[src/rtl/collision_detector.sv]
// rtl/collision_detector.sv - ball vs scene-object overlap counting with per-class thresholded, cooled-down collision pulses
module collision_detector #(
  parameter int MIN_OVERLAP     = 4,
  parameter int CNT_W           = 8,
  parameter int COOLDOWN_FRAMES = 2
) (
  input  logic       clk,
  input  logic       resetN,
  input  logic       startOfFrame,
  input  logic       pause,
  input  logic       reset_level,
  input  logic       draw_smiley,
  input  logic       draw_borderTop,
  input  logic       draw_borderLeft,
  input  logic       draw_borderRight,
  input  logic       draw_flipper,
  input  logic       draw_obstacle,
  output logic       collisionSmileyBorderTop,
  output logic       collisionSmileyBorderLeft,
  output logic       collisionSmileyBorderRight,
  output logic       collisionSmileyFlipper,
  output logic       collisionSmileyObstacle,
  output logic       collisionAny,
  output logic [4:0] frameHitMask
);

  localparam int NC   = 5;
  localparam int CD_W = (COOLDOWN_FRAMES < 2) ? 1 : $clog2(COOLDOWN_FRAMES + 1);

  localparam logic [CNT_W-1:0] CNT_MAX = '1;
  localparam logic [CNT_W-1:0] MIN_OV  = CNT_W'(MIN_OVERLAP);
  localparam logic [CNT_W-1:0] CNT_ONE = CNT_W'(1);
  localparam logic [CD_W-1:0]  COOL_LD = CD_W'(COOLDOWN_FRAMES);
  localparam logic [CD_W-1:0]  CD_ONE  = CD_W'(1);

  typedef enum logic [1:0] {
    S_IDLE  = 2'd0,
    S_FIRED = 2'd1,
    S_COOL  = 2'd2
  } state_e;

  // Class order matches frameHitMask: {OBST, FLIP, RIGHT, LEFT, TOP}
  logic [NC-1:0] draw;
  logic [NC-1:0] hit;

  assign draw = {draw_obstacle, draw_flipper, draw_borderRight, draw_borderLeft, draw_borderTop};
  assign hit  = draw & {NC{draw_smiley}};

  logic [CNT_W-1:0] cnt_q   [NC];
  logic [CNT_W-1:0] cnt_d   [NC];
  state_e           state_q [NC];
  state_e           state_d [NC];
  logic [CD_W-1:0]  cool_q  [NC];
  logic [CD_W-1:0]  cool_d  [NC];
  logic [NC-1:0]    pulse_q;
  logic [NC-1:0]    pulse_d;
  logic [NC-1:0]    mask_q;
  logic [NC-1:0]    mask_d;

  always_comb begin
    mask_d  = mask_q;
    pulse_d = '0;
    for (int c = 0; c < NC; c++) begin
      cnt_d[c]   = cnt_q[c];
      state_d[c] = state_q[c];
      cool_d[c]  = cool_q[c];

      if (reset_level) begin
        cnt_d[c]   = '0;
        state_d[c] = S_IDLE;
        cool_d[c]  = '0;
        mask_d[c]  = 1'b0;
      end else if (!pause) begin
        if (startOfFrame) begin
          cnt_d[c]  = hit[c] ? CNT_ONE : '0;
          mask_d[c] = (state_q[c] == S_FIRED);
          case (state_q[c])
            S_FIRED: begin
              cool_d[c]  = COOL_LD;
              state_d[c] = (COOL_LD == '0) ? S_IDLE : S_COOL;
            end
            S_COOL: begin
              cool_d[c] = cool_q[c] - CD_ONE;
              if (cool_q[c] == CD_ONE) begin
                state_d[c] = S_IDLE;
              end
            end
            default: ;
          endcase
        end else if (hit[c] && (cnt_q[c] != CNT_MAX)) begin
          cnt_d[c] = cnt_q[c] + CNT_ONE;
        end

        // Fire only on the edge the count steps onto the threshold; a saturated
        // counter sitting at MIN_OVERLAP must not retrigger.
        if ((state_d[c] == S_IDLE) && (cool_d[c] == '0) && hit[c] &&
            (cnt_d[c] == MIN_OV) && (startOfFrame || (cnt_q[c] != MIN_OV))) begin
          pulse_d[c] = 1'b1;
          state_d[c] = S_FIRED;
        end
      end
    end
  end

  always_ff @(posedge clk or negedge resetN) begin
    if (!resetN) begin
      for (int c = 0; c < NC; c++) begin
        cnt_q[c]   <= '0;
        state_q[c] <= S_IDLE;
        cool_q[c]  <= '0;
      end
      pulse_q <= '0;
      mask_q  <= '0;
    end else begin
      for (int c = 0; c < NC; c++) begin
        cnt_q[c]   <= cnt_d[c];
        state_q[c] <= state_d[c];
        cool_q[c]  <= cool_d[c];
      end
      pulse_q <= pulse_d;
      mask_q  <= mask_d;
    end
  end

  // A pulse registered as pause rises is masked here and lost; the class is already FIRED.
  logic [NC-1:0] pulse_out;
  assign pulse_out = pulse_q & {NC{~pause}};

  assign collisionSmileyBorderTop   = pulse_out[0];
  assign collisionSmileyBorderLeft  = pulse_out[1];
  assign collisionSmileyBorderRight = pulse_out[2];
  assign collisionSmileyFlipper     = pulse_out[3];
  assign collisionSmileyObstacle    = pulse_out[4];
  assign collisionAny               = |pulse_out;
  assign frameHitMask               = mask_q;

endmodule

[config.mk]
export PLATFORM = sky130hd
export DESIGN_NAME = collision_detector
export DESIGN_NICKNAME = d
export VERILOG_FILES = /design/src/rtl/collision_detector.sv
export SDC_FILE = /design/constraint.sdc
export NUM_CORES = 1
export LEC_CHECK = 0
export ABC_AREA = 0
export BUFFER_PORTS_ARGS = -buffer_cell sky130_fd_sc_hd__buf_4
export CAP_MARGIN = 15
export CORE_MARGIN = 1.5
export CORE_UTILIZATION = 57
export DETAILED_ROUTE_END_ITERATION = 8
export PLACE_DENSITY = 0.89
export REMOVE_ABC_BUFFERS = 1
export SLEW_MARGIN = 30
export SYNTH_ARGS = -nofsm -noshare
export SYNTH_HDL_FRONTEND = slang
export SYNTH_SLANG_ARGS = --single-unit
[constraint.sdc]
create_clock -name clk -period 2 [get_ports clk]
set_input_delay 0.4 -clock clk [delete_from_list [all_inputs] [get_ports clk]]
set_output_delay 0.4 -clock clk [all_outputs]
set_load 0.02 [all_outputs]
==> impl_metrics.ini, run 1 <==
[placed_design]
gp_congestion = 0.960
portBuffers = 21
dpl-instance-area_sq_mm = 0.00600
hpwl_um = 10400

[detailed_routing]
vias = 5718
initialDrtViolationCount = 630
via_per_inst = 6.65
postRouteAntennaNets = 0
wl_per_cell_um = 19.4
wl_um = 16700
firstDrtPassIters = 8
drc = 2

[layout]
final_cell_mix = buf_4, nor2_1, dfrtp_1
diodes = 0
area.growth.synth_to_final_pct = 26.2
final_common_cell = buf_4
utilization_pct = 74.8
finalInstanceArea_sq_mm = 0.00659
layout.nets = 788
drive_gt1_share_pct = 26.3

[floorplan]
io_pins = 22
initial_utilization_pct = 59.3
rows = 34
die_w_um = 98.7
dieArea_sq_mm = 0.00974
die_h_um = 98.7
core_sq_mm = 0.00881

[run_status]
outcome = complete, but fails checks
violations = DRC, setup timing

[power_and_ir_drop]
p_per_area_mw_per_mm2 = 461
p_leak_nw = 2.85
ir_worst_vdd_uv = 389

[timing]
worst_slew_pin_slew_ns = 0.525
hold_slack_ns = 0.468
setup_tns_ns = -0.576
setup_viol = 7
slew_headroom_pct = 65.0
layout_setup_ws_ns = -0.142
slew_violations = 0
fin_skew_ns = 0.0180
fin_crit_sh_pct = 107
timing.fmax_mhz = 467
rsz0062_at_grt = yes
min_period_ns = 2.14
hold_viol = 0

[grt]
grt-ovfl-total = 0
grt_pass1_wl_um = 25700
antenna_found_initial = 0
grt_usage_pct = 32.5
grt_max_degree = 45
grt_use_met3_pct = 4.68
use_met2_pct = 55.7
use_met1_pct = 39.6
grt_pass1_vias = 5504
grt-busiest-layer = met2

[logic_synthesis]
yosysSeqAreaShare_pct = 33.6
synth-simple-area-share_pct = 26.7
synthMuxAreaShare_pct = 5.13
synthCells = 657
ys_types = 61
yosysWarnings = 0
synth_area_leaders = dfrtp_1, ha_1, nor2_1
yosys.area.top_type = dfrtp_1
synthArstFlopShare_pct = 100
yosys.area_share.adder_pct = 7.19
synthFlopType = dfrtp_1
ys_ff_latch = 70
synth_area_per_cell_sq_um = 7.95
netlist_area_sq_mm = 0.00522
synth_top_area_share_pct = 33.6
synth_compound_area_share_pct = 20.4
synth_edf_count = 0
synth_xor_area_share_pct = 0.503
synth_top_family_by_area = simple AND/OR/NAND/NOR gates

[critical_path]
cp_data_required_time_ns = 2.29
crit_arrival_ns = 2.43
path_cells = inv_2, ha_4, nor2b_4, mux2_4, a21oi_2, o2111ai_2, nor4_2, o21bai_1
path_class = reg -> reg
reg2reg_slack_ns = -0.14
max_stage_delay_ns = 0.41
cp_top_family = simple AND/OR/NAND/NOR gates
r2r-start = state_q[2]$_DFFE_PN0P_
crit_path_end = state_q[2]$_DFFE_PN0P_
r2r.worst_path.cells = 8
cp_num_buf_inv = 1
crit_start = state_q[2]$_DFFE_PN0P_
cp.depth = 8
crit_fanout = 4
crit_slowest_cell = dfrtp_1
startpoint_type = flip-flop
setup.worst_path.end_class = flip-flop
r2r-end = state_q[2]$_DFFE_PN0P_

[clock_network]
clkLatencyLatePin_ns = 0.37
cts_tree = yes
cts-htree-levels = 3
clockBufferDepth = 2
root_buffer = clkbuf_8
numCtsBuffers = 9
cts_num_sinks = 70
cts.clk_slew.worst_paths_ns = 0.08

[hold_path]
min_path_cells = 4
hp-class = in -> reg

[job]
cap_viol_max_count = 0
==> synthesized netlist by cell type, drive strengths merged, types with 4 or more instances <==
| master | instances |
|---|---|
| mux2i | 20 |
| clkbuf | 38 |
| and3 | 6 |
| ha | 30 |
| dfrtp | 70 |
| a21oi | 56 |
| nor4 | 11 |
| mux2 | 6 |
| nor3 | 19 |
| and4 | 11 |
| o21ai | 30 |
| nor2 | 89 |
| nand2 | 56 |
| a211oi | 10 |
| a22oi | 9 |
| buf | 12 |
| nor2b | 15 |
| nand3 | 19 |
| o211ai | 4 |
| o21bai | 4 |
| nand2b | 7 |
| inv | 37 |
| o22ai | 4 |
| nor4b | 10 |
| or4 | 4 |
| and2 | 8 |
| nand4 | 14 |
| a31oi | 10 |
==> tightest hold or removal path, stage by stage <==
cell and delay, ns:
buf_4 0.13, nand4_1 0.06, nor4_1 0.05, o2111a_1 0.14
==> sequential cells by signal (all words and copies together), names as in the netlist <==
signal        count
state_q          10
pulse_q           5
cool_q           10
cnt_q            40
frameHitMask      5
==> cell type report <==
class	instances	area, sq um
inverters	38	146
multi-input cells	499	3370
repair buffers	129	998
clock inverters	4	47.5
well taps	108	135
fillers	572	2220
clock buffers	12	135
flip-flops and latches	70	1760
==> per-stage QoR <==
step,power [mW],instances,worst slack [ns]
after floorplan,1.62,607,-0.0492
after global placement,1.83,826,-0.169
after detailed placement,1.85,826,-0.303
after CTS,2.96,847,-0.0399
after global routing,3.12,860,-0.213
final,3.04,860,-0.142
==> where the power goes <==
group / switching [mW] / internal [mW] / leakage (nW)
Combinational: 0.275 / 0.167 / 1.79
Sequential: 0.0177 / 1.43 / 0.965
Clock: 0.575 / 0.574 / 0.0904
Total: 0.868 / 2.17 / 2.85
==> per-layer routing <==
metal  up-vias  part of all wire [%]
met4         0                   4.2
met5         -                     0
li1       2552                     -
met1      2726                    38
met3        94                   8.0
met2       346                    50
==> logic make-up (layout without fill, tap and decap cells) <==
kind of cell / Yosys count / after routing
buffers and inverters: 88 / 183
adders and majority gates: 30 / 30
muxes: 26 / 26
and+or+nand+nor: 277 / 277
DFF: 70 / 70
AOI/OAI and AO/OA: 163 / 163
xor gates and xnor gates: 3 / 3
==> worst min-delay path by stage <==
stage,endpoint,start
after global placement,cnt_q[24]$_DFFE_PN0P_,resetN
after global routing,pulse_q[0]$_DFF_PN0_,draw_borderTop
final,pulse_q[0]$_DFF_PN0_,draw_borderTop
after floorplan,cnt_q[0]$_DFFE_PN0P_,resetN
after detailed placement,cnt_q[24]$_DFFE_PN0P_,resetN
after CTS,state_q[3]$_DFFE_PN0P_,pause
==> timing repair <==
action,in CTS,in global routing
hold buffers,1,0
buffers inserted,4,13
pin swaps,5,14
gates cloned,0,0
resized for setup,14,49
setup endpoints to repair,6,15
endpoints found under the hold margin,20,0
(Power assumes the default switching activity.)
==> run 2: changes to the inputs <==
--- a/config.mk
+++ b/config.mk
@@ -8,2 +8,3 @@
 export ABC_AREA = 0
+export ABC_CLOCK_PERIOD_IN_PS = 2000
 export BUFFER_PORTS_ARGS = -buffer_cell sky130_fd_sc_hd__buf_4
==> constraint.sdc (replaced) <==
create_clock -name clk -period 2 [get_ports clk]
set_input_delay 0.3 -clock clk [delete_from_list [all_inputs] [get_ports clk]]
set_output_delay 0.3 -clock clk [all_outputs]
set_load 0.02 [all_outputs]
==> impl_metrics.ini, run 2 (synthesized netlist as in run 1, its figures left out) <==
[run_status]
outcome = complete, but fails checks
violations = DRC, setup timing

[power_and_ir_drop]
p_sw_share_pct = 24.5
p_clk_share_pct = 46.9
ir_worst_vdd_uv = 315
p_sw_mw = 0.863
p_int_mw = 2.67
p_per_area_mw_per_mm2 = 535
p_leak_nw = 2.84
power_frac_comb_pct = 12.2
finalPower_mw = 3.53
seq_power_share_pct = 40.9

[floorplan]
rows = 34
initial_utilization_pct = 59.3
core_sq_mm = 0.00881
io_pins = 22
die_h_um = 98.7
die_w_um = 98.7
dieArea_sq_mm = 0.00974

[grt]
grt_pass1_wl_um = 25300
antenna_found_initial = 0
grt_max_degree = 41
grt-ovfl-total = 0
grt_usage_pct = 32.3
grt_pass1_vias = 5377

[hold_path]
holdPathEnd = cnt_q[34]$_DFFE_PN0P_
hp-class = in -> reg
hold_start = draw_borderTop
min_path_cells = 3

[clock_network]
clkLatencyLatePin_ns = 0.36
cts-htree-levels = 3
numCtsBuffers = 9
cts.clk_slew.worst_paths_ns = 0.08
clockBufferDepth = 2
cts_tree = yes
root_buffer = clkbuf_8
cts_num_sinks = 70

[timing]
layout_setup_ws_ns = -0.0351
hold_viol = 0
rsz0062_at_grt = yes
slew_violations = 0
worst_slew_pin_slew_ns = 0.563
fin_crit_sh_pct = 102
setup_viol = 5
min_period_ns = 2.04
slew_headroom_pct = 62.2
fin_skew_ns = 0.0130
timing.fmax_mhz = 491

[layout]
multi_input_area_sq_mm = 0.00340
final_cell_mix = buf_4, nor2_1, dfrtp_1
regArea_sq_mm = 0.00176
num-fill-cells = 559
finalInstanceArea_sq_mm = 0.00660
drive_gt1_share_pct = 25.6
area.growth.synth_to_final_pct = 26.4
regMostFlops = cnt_q
fin_cells = 843
reg.largest.list = cnt_q (40), cool_q (10), state_q (10)
diodes = 0
layout.nets = 771
final_common_cell = buf_4
largest_reg_flops = 40

[detailed_routing]
wl_per_cell_um = 18.6
vias = 5486
via_per_inst = 6.51
firstDrtPassIters = 9
postRouteAntennaNets = 0
wl_um = 15700
drc = 1
initialDrtViolationCount = 418

[job]
cap_viol_max_count = 0

[placed_design]
hpwl_um = 10500
placedCellCount = 815
gp_congestion = 0.998
dpl-instance-area_sq_mm = 0.00592
portBuffers = 21

[critical_path]
cp_top_family = compound AO/OA/AOI/OAI gates
r2r-end = state_q[0]$_DFFE_PN0P_
r2r-start = state_q[0]$_DFFE_PN0P_
crit_fanout = 5
startpoint_type = flip-flop
cp_num_buf_inv = 1
reg2reg_slack_ns = -0.04
max_stage_delay_ns = 0.37
crit_arrival_ns = 2.31
crit_slowest_cell = dfrtp_1
r2r.worst_path.cells = 8
path_cells = inv_2, ha_4, nor2b_4, or3_1, a222oi_1, nand4_1, a2111oi_4, o21bai_1
cp_data_required_time_ns = 2.27
path_class = reg -> reg
setup.worst_path.end_class = flip-flop
[run 2: power groups by stage]
stage                     logic, mW  registers [mW]  clock network (mW)
final                         0.430            1.44                1.66
after global routing          0.464            1.44                1.71
after CTS                     0.391            1.44                1.66
after detailed placement      0.377            1.47                   0
after global placement        0.360            1.47                   0
after floorplan               0.148            1.47                   0
[run 2: routing by layer]
metal / up-vias / share of wire, % / GRT usage [%]
met3: 72 / 6.1 / 4.40
met2: 283 / 49 / 55.8
met1: 2618 / 41 / 39.7
met4: 0 / 4.0 / 15.9
met5: - / 0 / 0
li1: 2513 / - / -
[run 2: worst max-delay path by stage]
stage / cells past startpoint / startpoint / end
after detailed placement: 8 / state_q[0]$_DFFE_PN0P_ / state_q[0]$_DFFE_PN0P_
after floorplan: 8 / state_q[0]$_DFFE_PN0P_ / state_q[0]$_DFFE_PN0P_
final: 8 / state_q[0]$_DFFE_PN0P_ / state_q[0]$_DFFE_PN0P_
after CTS: 7 / state_q[1]$_DFFE_PN0P_ / state_q[0]$_DFFE_PN0P_
after global placement: 8 / state_q[0]$_DFFE_PN0P_ / state_q[0]$_DFFE_PN0P_
after global routing: 8 / state_q[2]$_DFFE_PN0P_ / state_q[2]$_DFFE_PN0P_
[run 2: cell type report]
cell class | count | share of cell area (%)
Tap cell | 108 | 2.05
Timing Repair Buffer | 112 | 13.3
Sequential cell | 70 | 26.6
Clock buffer | 9 | 1.88
Multi-Input combinational cell | 499 | 51.5
Clock inverter | 7 | 2.43
Inverter | 38 | 2.24
[run 2: timing repair]
action,CTS,global route
hold buffers,1,0
buffers inserted,5,6
hold endpoints to repair,30,0
gates resized for setup,18,52
endpoints found under the setup margin,7,13
pin swaps,8,15
[run 2: worst reg2reg max path, cell delays in order (launching register included)]
cell and delay (ns):
dfrtp_1 0.37, inv_2 0.06, ha_4 0.28, nor2b_4 0.05, or3_1 0.32, a222oi_1 0.30, nand4_1 0.19, a2111oi_4 0.24
o21bai_1 0.16
[run 2: through the flow]
step | hold WS (ns) | utilization [%] | TNS [ns] | setup WS, ns
CTS | 0.362 | 71.8 | -0.0133 | -0.0133
global route | 0.390 | 74.9 | -0.637 | -0.125
detailed placement | 0.270 | 67.2 | -0.780 | -0.232
global placement | 0.267 | 67.2 | -0.203 | -0.0867
finish | 0.365 | 74.9 | -0.0812 | -0.0351
floorplan | 0.00441 | - | -0.0691 | -0.0492
==> run 3: changes to the inputs <==
CORE_ASPECT_RATIO = 0.75   (was default)
==> impl_metrics.ini, run 3 (synthesized netlist as in run 1, its figures left out) <==
[layout]
reg.largest.list = cnt_q (40), cool_q (10), state_q (10)
finalInstanceArea_sq_mm = 0.00663
final_cell_mix = buf_4, nor2_1, dfrtp_1
final_common_cell = buf_4
layout.nets = 775
utilization_pct = 73.9
diodes = 0
area.growth.synth_to_final_pct = 27.0
regMostFlops = cnt_q
drive_gt1_share_pct = 25.6
fin_cells = 849
largest_reg_flops = 40

[critical_path]
crit_arrival_ns = 2.56
r2r.worst_path.cells = 7
setup.worst_path.end_class = flip-flop
r2r-end = state_q[0]$_DFFE_PN0P_
path_class = reg -> reg
crit_start = state_q[1]$_DFFE_PN0P_
cp_data_required_time_ns = 2.26
startpoint_type = flip-flop
reg2reg_slack_ns = -0.30
r2r-start = state_q[1]$_DFFE_PN0P_
crit_fanout = 3
crit_path_end = state_q[0]$_DFFE_PN0P_

[clock_network]
cts_tree = yes
cts-htree-levels = 3
root_buffer = clkbuf_16
clkLatencyLatePin_ns = 0.34
cts_num_sinks = 70
clockBufferDepth = 2
numCtsBuffers = 9
cts.clk_slew.worst_paths_ns = 0.05

[hold_path]
hp-class = in -> reg
hold_start = draw_borderTop

[grt]
grt_usage_pct = 32.8
antenna_found_initial = 0
grt-ovfl-total = 0
grt_pass1_vias = 5304
grt_pass1_wl_um = 25400
grt_max_degree = 42

[timing]
setup_viol = 3
hold_viol = 0
fin_skew_ns = 0.00616
slew_violations = 0
timing.fmax_mhz = 434
worst_slew_pin_slew_ns = 0.603
fin_crit_sh_pct = 115
slew_headroom_pct = 59.2
min_period_ns = 2.30
rsz0062_at_grt = yes
hold_slack_ns = 0.404
setup_tns_ns = -0.670
layout_setup_ws_ns = -0.302

[detailed_routing]
top_layer = met4
via_per_inst = 6.50
postRouteAntennaNets = 0
firstDrtPassIters = 7
initialDrtViolationCount = 456
vias = 5522
wl_um = 16000
met3_length_um = 1240
m1WireLength_um = 6680
wl_met2_um = 7710
wl_per_cell_um = 18.8
drc = 0

[floorplan]
rows = 30
die_w_um = 114
io_pins = 22
dieArea_sq_mm = 0.00975
core_sq_mm = 0.00897
die_h_um = 85.9
initial_utilization_pct = 58.2

[power_and_ir_drop]
finalPower_mw = 3.47
p_leak_nw = 2.86
p_per_area_mw_per_mm2 = 523
ir_worst_vdd_uv = 435

[job]
cap_viol_max_count = 0

[run_status]
violations = setup timing
outcome = complete, but fails checks

[placed_design]
placedCellCount = 822
hpwl_um = 10500
pre_cts_slack_ns = -0.287
dpl-instance-area_sq_mm = 0.00596
gp_congestion = 0.986
portBuffers = 21
==> run 3: worst min path at each step <==
stage                            end  slack [ns]  depth (start not counted)
2_1_floorplan   cnt_q[0]$_DFFE_PN0P_       0.004                          0
3_3_place_gp   cnt_q[21]$_DFFE_PN0P_        0.28                          1
3_5_place_dp   cnt_q[22]$_DFFE_PN0P_        0.29                          1
4_1_cts         pulse_q[0]$_DFF_PN0_        0.39                          4
5_1_grt         pulse_q[0]$_DFF_PN0_        0.43                          4
6_report       cnt_q[34]$_DFFE_PN0P_        0.40                          3
==> run 3: critical path, cell delays in order (launching register included) <==
cell and delay, ns:
dfrtp_1 0.41, ha_4 0.30, nor2b_4 0.05, or3_4 0.32, a222oi_1 0.47, nand4_1 0.24, a2111oi_4 0.27, o21bai_1 0.16
==> run 3: per-layer routing <==
| metal | GRT usage, % | vias to the layer above |
|---|---|---|
| met5 | 0 | - |
| met4 | 13.0 | 0 |
| met3 | 8.90 | 37 |
| met2 | 53.6 | 293 |
| met1 | 41.6 | 2680 |
| li1 | - | 2512 |
==> run 3: final cells by class <==
class,instances,area [sq um]
Tap cell,112,140
Multi-Input combinational cell,499,3380
Timing Repair Buffer,116,913
Clock buffer,14,294
Fill cell,614,2340
Inverter,38,145
Sequential cell,70,1760
==> run 3: what timing repair did <==
action | 4_1_cts | 5_1_grt
endpoints found under the setup margin | 6 | 15
pin swaps | 12 | 15
resized for setup | 20 | 45
setup buffers | 6 | 8
endpoints found under the hold margin | 30 | 0
hold buffers | 1 | 0
==> run 3: power breakdown <==
part	total (mW)	internal [mW]	leakage, nW	switching [mW]
Combinational	0.429	0.157	1.75	0.272
Clock	1.59	0.995	0.147	0.597
Sequential	1.45	1.43	0.968	0.0170
Total	3.47	2.58	2.86	0.885
